<file path="src/rtl/ps2_device_tx.sv">
// ---------------------------------------------------------------------------
// ps2_device_tx
//
// Device-side (mouse end) PS/2 transmitter. Takes one byte at a time over a
// valid/ready handshake, generates the PS/2 clock itself and shifts the byte
// out as an 11-bit frame {stop=1, odd parity, data[7:0], start=0}, LSB first,
// on open-drain clock/data lines (the *_oe outputs pull the line low).
//
// Parameters:
//   CLK_HALF      clk_sys cycles per PS/2 clock half-period
//   DATA_SETUP    cycles data is stable before each falling clock edge
//                 (must be less than CLK_HALF)
//   IDLE_HOLDOFF  cycles both lines must read high before a frame starts
//
// Ports:
//   clk_sys      in   system clock
//   rst_n        in   asynchronous active-low reset
//   tx_data      in   byte to send
//   tx_valid     in   tx_data is valid
//   tx_ready     out  block can accept a byte
//   ps2_clk_i    in   PS/2 clock line sense (asynchronous)
//   ps2_clk_oe   out  1 = pull PS/2 clock low
//   ps2_data_i   in   PS/2 data line sense (asynchronous)
//   ps2_data_oe  out  1 = pull PS/2 data low
//   busy         out  frame in progress or pending
//   tx_done      out  one-cycle pulse when a frame completes
//   tx_abort     out  one-cycle pulse when the host inhibits a frame
//
// Build option:
//   PS2_DEV_INHIBIT_RETRY_EN  defined: an inhibited frame is kept and resent
//                             in full once the bus is idle again (unlimited
//                             retries). Undefined: the byte is dropped.
//
// Handshake: a byte transfers on any clk_sys rising edge where tx_valid and
// tx_ready are both 1; tx_ready stays 0 from the following cycle until the
// frame has finished (or been dropped), so tx_data need only be held while
// tx_valid is high and not yet accepted.
// ---------------------------------------------------------------------------
module ps2_device_tx #(
   parameter int CLK_HALF     = 2000,
   parameter int DATA_SETUP   = 250,
   parameter int IDLE_HOLDOFF = 2500
) (
   input  logic       clk_sys,
   input  logic       rst_n,
   input  logic [7:0] tx_data,
   input  logic       tx_valid,
   output logic       tx_ready,
   input  logic       ps2_clk_i,
   output logic       ps2_clk_oe,
   input  logic       ps2_data_i,
   output logic       ps2_data_oe,
   output logic       busy,
   output logic       tx_done,
   output logic       tx_abort
);

   localparam int MAX_CNT = (CLK_HALF > IDLE_HOLDOFF) ? CLK_HALF : IDLE_HOLDOFF;
   localparam int CW      = $clog2(MAX_CNT + 1);

   localparam logic [CW-1:0] CNT_ONE    = CW'(1);
   localparam logic [CW-1:0] HOLD_LAST  = CW'(IDLE_HOLDOFF - 1);
   localparam logic [CW-1:0] SETUP_LAST = CW'(DATA_SETUP - 1);
   localparam logic [CW-1:0] LOW_LAST   = CW'(CLK_HALF - 1);
   localparam logic [CW-1:0] HIGH_LAST  = CW'(CLK_HALF - DATA_SETUP - 1);
   // The released clock needs a few cycles to rise and pass the synchronizer
   // before a low reading can be trusted as a host inhibit.
   localparam logic [2:0]    MASK_CYC   = 3'd4;

   typedef enum logic [2:0] {
      S_IDLE,
      S_WAIT_BUS,
      S_SETUP,
      S_LOW,
      S_HIGH,
      S_DONE
   } state_t;

   state_t        state_q;
   logic [1:0]    clk_sync_q;
   logic [1:0]    data_sync_q;
   logic [CW-1:0] cnt_q;
   logic [2:0]    rel_cnt_q;   // cycles since the clock was last released
   logic [3:0]    idx_q;       // frame bit currently on the line
   logic [10:0]   frame_q;
   logic          tx_ready_q;
   logic          busy_q;
   logic          clk_oe_q;
   logic          data_oe_q;
   logic          done_q;
   logic          abort_q;

   logic          clk_s;
   logic          data_s;
   logic [3:0]    idx_d;
   logic          inhibit;

   assign clk_s  = clk_sync_q[1];
   assign data_s = data_sync_q[1];
   assign idx_d  = idx_q + 4'd1;

   // Host pulling the clock low while we release it. Bit 10 (stop) is past
   // the point of no return, so an inhibit there is ignored.
   assign inhibit = ((state_q == S_SETUP) || (state_q == S_HIGH)) &&
                    (rel_cnt_q == MASK_CYC) && !clk_s && (idx_q <= 4'd9);

   always_ff @(posedge clk_sys or negedge rst_n) begin
      if (!rst_n) begin
         clk_sync_q  <= 2'b11;
         data_sync_q <= 2'b11;
         state_q     <= S_IDLE;
         cnt_q       <= '0;
         rel_cnt_q   <= '0;
         idx_q       <= '0;
         frame_q     <= '1;
         tx_ready_q  <= 1'b1;
         busy_q      <= 1'b0;
         clk_oe_q    <= 1'b0;
         data_oe_q   <= 1'b0;
         done_q      <= 1'b0;
         abort_q     <= 1'b0;
      end else begin
         clk_sync_q  <= {clk_sync_q[0], ps2_clk_i};
         data_sync_q <= {data_sync_q[0], ps2_data_i};
         done_q      <= 1'b0;
         abort_q     <= 1'b0;

         if (((state_q == S_SETUP) || (state_q == S_HIGH)) && (rel_cnt_q != MASK_CYC))
            rel_cnt_q <= rel_cnt_q + 3'd1;

         if (inhibit) begin
            clk_oe_q  <= 1'b0;
            data_oe_q <= 1'b0;
            abort_q   <= 1'b1;
            cnt_q     <= '0;
`ifdef PS2_DEV_INHIBIT_RETRY_EN
            state_q   <= S_WAIT_BUS;
`else
            state_q    <= S_IDLE;
            tx_ready_q <= 1'b1;
            busy_q     <= 1'b0;
`endif
         end else begin
            case (state_q)
               S_IDLE: begin
                  if (tx_valid && tx_ready_q) begin
                     frame_q    <= {1'b1, ~^tx_data, tx_data, 1'b0};
                     tx_ready_q <= 1'b0;
                     busy_q     <= 1'b1;
                     cnt_q      <= '0;
                     state_q    <= S_WAIT_BUS;
                  end
               end
               S_WAIT_BUS: begin
                  // Any low on either line (inhibit or request-to-send)
                  // restarts the idle count.
                  if (clk_s && data_s) begin
                     if (cnt_q == HOLD_LAST) begin
                        cnt_q     <= '0;
                        idx_q     <= '0;
                        rel_cnt_q <= '0;
                        data_oe_q <= ~frame_q[0];
                        state_q   <= S_SETUP;
                     end else begin
                        cnt_q <= cnt_q + CNT_ONE;
                     end
                  end else begin
                     cnt_q <= '0;
                  end
               end
               S_SETUP: begin
                  if (cnt_q == SETUP_LAST) begin
                     cnt_q    <= '0;
                     clk_oe_q <= 1'b1;
                     state_q  <= S_LOW;
                  end else begin
                     cnt_q <= cnt_q + CNT_ONE;
                  end
               end
               S_LOW: begin
                  if (cnt_q == LOW_LAST) begin
                     cnt_q     <= '0;
                     clk_oe_q  <= 1'b0;
                     rel_cnt_q <= '0;
                     state_q   <= S_HIGH;
                  end else begin
                     cnt_q <= cnt_q + CNT_ONE;
                  end
               end
               S_HIGH: begin
                  if (cnt_q == HIGH_LAST) begin
                     cnt_q <= '0;
                     if (idx_q == 4'd10) begin
                        data_oe_q <= 1'b0;
                        done_q    <= 1'b1;
                        state_q   <= S_DONE;
                     end else begin
                        idx_q     <= idx_d;
                        data_oe_q <= ~frame_q[idx_d];
                        state_q   <= S_SETUP;
                     end
                  end else begin
                     cnt_q <= cnt_q + CNT_ONE;
                  end
               end
               S_DONE: begin
                  clk_oe_q   <= 1'b0;
                  data_oe_q  <= 1'b0;
                  tx_ready_q <= 1'b1;
                  busy_q     <= 1'b0;
                  state_q    <= S_IDLE;
               end
               default: begin
                  state_q <= S_IDLE;
               end
            endcase
         end
      end
   end

   assign tx_ready    = tx_ready_q;
   assign busy        = busy_q;
   assign ps2_clk_oe  = clk_oe_q;
   assign ps2_data_oe = data_oe_q;
   assign tx_done     = done_q;
   assign tx_abort    = abort_q;

endmodule
</file>
<file path="config.mk">
export PLATFORM = sky130hd
export DESIGN_NAME = ps2_device_tx
export DESIGN_NICKNAME = d
export VERILOG_FILES = /design/src/rtl/ps2_device_tx.sv
export SDC_FILE = /design/constraint.sdc
export NUM_CORES = 1
export LEC_CHECK = 0
export BUFFER_PORTS_ARGS = -buffer_cell sky130_fd_sc_hd__buf_2
export CAP_MARGIN = 10
export CORE_MARGIN = 1.5
export CORE_UTILIZATION = 54
export DETAILED_ROUTE_END_ITERATION = 10
export PLACE_DENSITY = 0.78
export SETUP_SLACK_MARGIN = 0.1
export SLEW_MARGIN = 15
export SYNTH_ARGS = -nofsm -noshare
export SYNTH_HDL_FRONTEND = slang
export SYNTH_SLANG_ARGS = --single-unit
</file>
<file path="constraint.sdc">
create_clock -name clk_sys -period 2.15 [get_ports clk_sys]
set_input_delay 0.1075 -clock clk_sys [delete_from_list [all_inputs] [get_ports clk_sys]]
set_output_delay 0.1075 -clock clk_sys [all_outputs]
set_load 0.1 [all_outputs]
</file>
==> reports/metrics.cfg <==
[detailed_routing]
vias = 2102
drt_iter0_drc = 181
ant_nets = 0
viasPerCell = 5.99
drt_pass1_iterations = 4
wl_um = 5820
drc = 0
wl_per_cell_um = 16.6

[synthesis]
synth_edf_count = 0
synth_nets = 266
syn_area_sq_mm = 0.00246
synth.area.top_cells = dfrtp_1 27%, dfstp_2 16%, mux2_2 4.6%
yosys_warnings = 0
synthArstFlopShare_pct = 100
yosysTopAreaCellShare_pct = 27.4
synthCells = 245
synth_ff_type = dfrtp_1
seq_area_frac_synth_pct = 43.4
yosysTopAreaCell = dfrtp_1
synth.distinct_cells = 57
ys_ff_latch = 42
synth_area_per_cell_sq_um = 10.1

[worst_setup_path]
arrival_ns = 2.19
worst-path-max-fanout = 5
crit_type = reg2reg
critPathLaunchType = flop
endpoint_kind = flop
worstPathRequired_ns = 2.34

[power]
power_frac_seq_pct = 53.3
p_sw_share_pct = 21.7
intPower_w = 0.00118
pwr_density_cell_mw_per_mm2 = 492
ir_worst_vdd_v = 0.000460
comb_power_share_pct = 5.7
p_clk_share_pct = 41.0
leakage_nw = 1.38
p_total_w = 0.00151
p_switching_w = 0.000328

[clock_tree]
clock-sinks = 42
numCtsBuffers = 5
cts.clk_slew.worst_paths_ns = 0.07
max-clock-path-buffers = 2
cts_root_buffer = clkbuf_8
clock_insertion_delay_worst_skew_ns = 0.30
h-tree-depth = 2
cts_tree = built

[timing]
final.setup.tns_ns = 0
grt_setup_unrepaired = true
max-slew-margin-rel_pct = 67.4
hold_viol = 0
worst_slew_pin_slew_ns = 0.492
slew_violations = 0
clock_skew_ns = 0.00860
fmax_mhz = 499
setup_viol = 0
period_needed_ns = 2.00
min_period_over_period_pct = 93.2

[place]
dp.final_hpwl_um = 3940
routabilityCongestion = 0.996
portBuffers = 18

[floorplan]
dieWidth_um = 70.6
die-area_sq_mm = 0.00498
ioPinCount = 19
rows = 24
start_util_pct = 56.2
core_area_sq_mm = 0.00438
die_h_um = 70.6

[layout]
drive_gt1_share_pct = 39.5
num-nets-final = 319
layout_commonest_cell = buf_4
mostFrequentLayoutCells = 31 x buf_4, 25 x dfrtp_1, 21 x nor2_1, 18 x nand2_1, 18 x buf_2
synthToLayoutAreaGrowth_pct = 24.5
n_antenna_cell = 0

[global_routing]
grt_pass1_vias = 2024
antenna_found_initial = 0
grt_max_degree = 30
grt_use_total_pct = 23.6
grt_pass1_wl_um = 9300
overflow = 0

[run]
drv_cap = 0

[min_path]
hp-class = in2reg

[run_status]
status = complete, no violations

## Yosys cell counts (3+ instances only)
master,n
dfstp_2,15
o22ai_1,3
inv_1,11
nand3_1,10
o31ai_1,3
nor3_1,5
nor2_1,22
clkbuf_1,4
dfrtp_1,27
nand2_1,21
nand4_1,3
and3_1,5
ha_1,8
a21oi_1,11
a21o_1,6
o21ai_1,5
a31oi_1,4
mux2_2,10
o21ai_0,9
xor2_1,3
nor3b_2,3
xnor2_1,9
nand2b_1,3
## metal layers
layer | vias to the layer above | track usage, % | wire, um
li1 | 998 | - | -
met1 | 1029 | 30.5 | 2550
met2 | 62 | 40.0 | 2850
met3 | 13 | 5.41 | 292
met4 | 0 | 6.92 | 125
met5 | - | 0 | 0
## kinds of logic (layout without fill, tap and decap cells)
family          count (synthesis)  count (layout)  share of synthesized area [%]
mux                            12              12                           6.40
buf+inv                        21              73                           4.11
simple gates                   90              90                           19.8
fa+ha+maj                       8               8                           4.06
compound gates                 60              62                           18.0
flops                          42              42                           43.4
xor+xnor                       12              12                           4.26
## worst paths after layout
kind / start / to / slack (ns) / cells after the start
max reg2reg: cnt_q[1]$_DFFE_PN0P_ / cnt_q[7]$_DFFE_PN0P_ / 0.15 / 9
min reg2reg: data_sync_q[0]$_DFF_PN1_ / data_sync_q[1]$_DFF_PN1_ / 0.36 / 0
min in group asynchronous: rst_n / rel_cnt_q[2]$_DFF_PN0_ / 0.23 / 2
max in group asynchronous: rst_n / frame_q[0]$_DFFE_PN1P_ / 1.20 / 3
max: cnt_q[1]$_DFFE_PN0P_ / cnt_q[7]$_DFFE_PN0P_ / 0.15 / 9
min: tx_data[1] / frame_q[2]$_DFFE_PN1P_ / 0.07 / 2
## timing repair
item	4_1_cts	5_1_grt
gates cloned	0	2
setup buffers	0	7
pin swaps	0	8
hold buffers	3	0
endpoints found under the setup margin	4	18
resized for setup	1	23
endpoints found under the hold margin	15	0
## layout make-up
| class | instances | area (sq um) |
|---|---|---|
| multi-input combinational | 184 | 1410 |
| fill | 316 | 1320 |
| sequential | 42 | 1070 |
| timing repair buffer | 53 | 364 |
| clock buffer | 5 | 68.8 |
| tap | 52 | 65.1 |
| inverter | 12 | 46.3 |
| clock inverter | 3 | 40.0 |
## power groups by stage
stage                     Sequential, W  Combinational, W  Clock (W)
after global routing           0.000804         0.0000976   0.000660
after global placement         0.000817         0.0000715          0
after CTS                      0.000804         0.0000777   0.000634
after floorplan                0.000817         0.0000391          0
final                          0.000804         0.0000861   0.000619
after detailed placement       0.000818         0.0000727          0
## critical path: stages, from the launching register on
cell and delay, ns:
dfrtp_1 0.41, inv_2 0.07, ha_2 0.16, and4b_1 0.25, nand4_1 0.15, nand2_2 0.13
buf_6 0.14, a41oi_4 0.15, and3_1 0.22, a211o_1 0.22
## registers in the layout (all words and copies together), names as in the netlist
register and count:
ps2_clk_oe 1, cnt_q 12, rel_cnt_q 3, state_q 3
busy 1, tx_ready 1, data_sync_q 2, idx_q 4
tx_done 1, ps2_data_oe 1, tx_abort 1, clk_sync_q 2
frame_q 10
## per-stage QoR
stage	utilization [%]	hold slack, ns	worst slack (ns)	cell area (sq um)	instances
floorplan	-	-0.188	0.0672	2470	245
global placement	62.8	0.0255	0.108	2760	331
detailed placement	62.8	0.0285	0.0229	2760	331
CTS	66.0	0.0585	0.124	2900	342
global route	70.0	0.0587	0.0317	3070	351
finish	70.0	0.0653	0.147	3070	351
No activity file was read; power rests on OpenSTA's default activity.
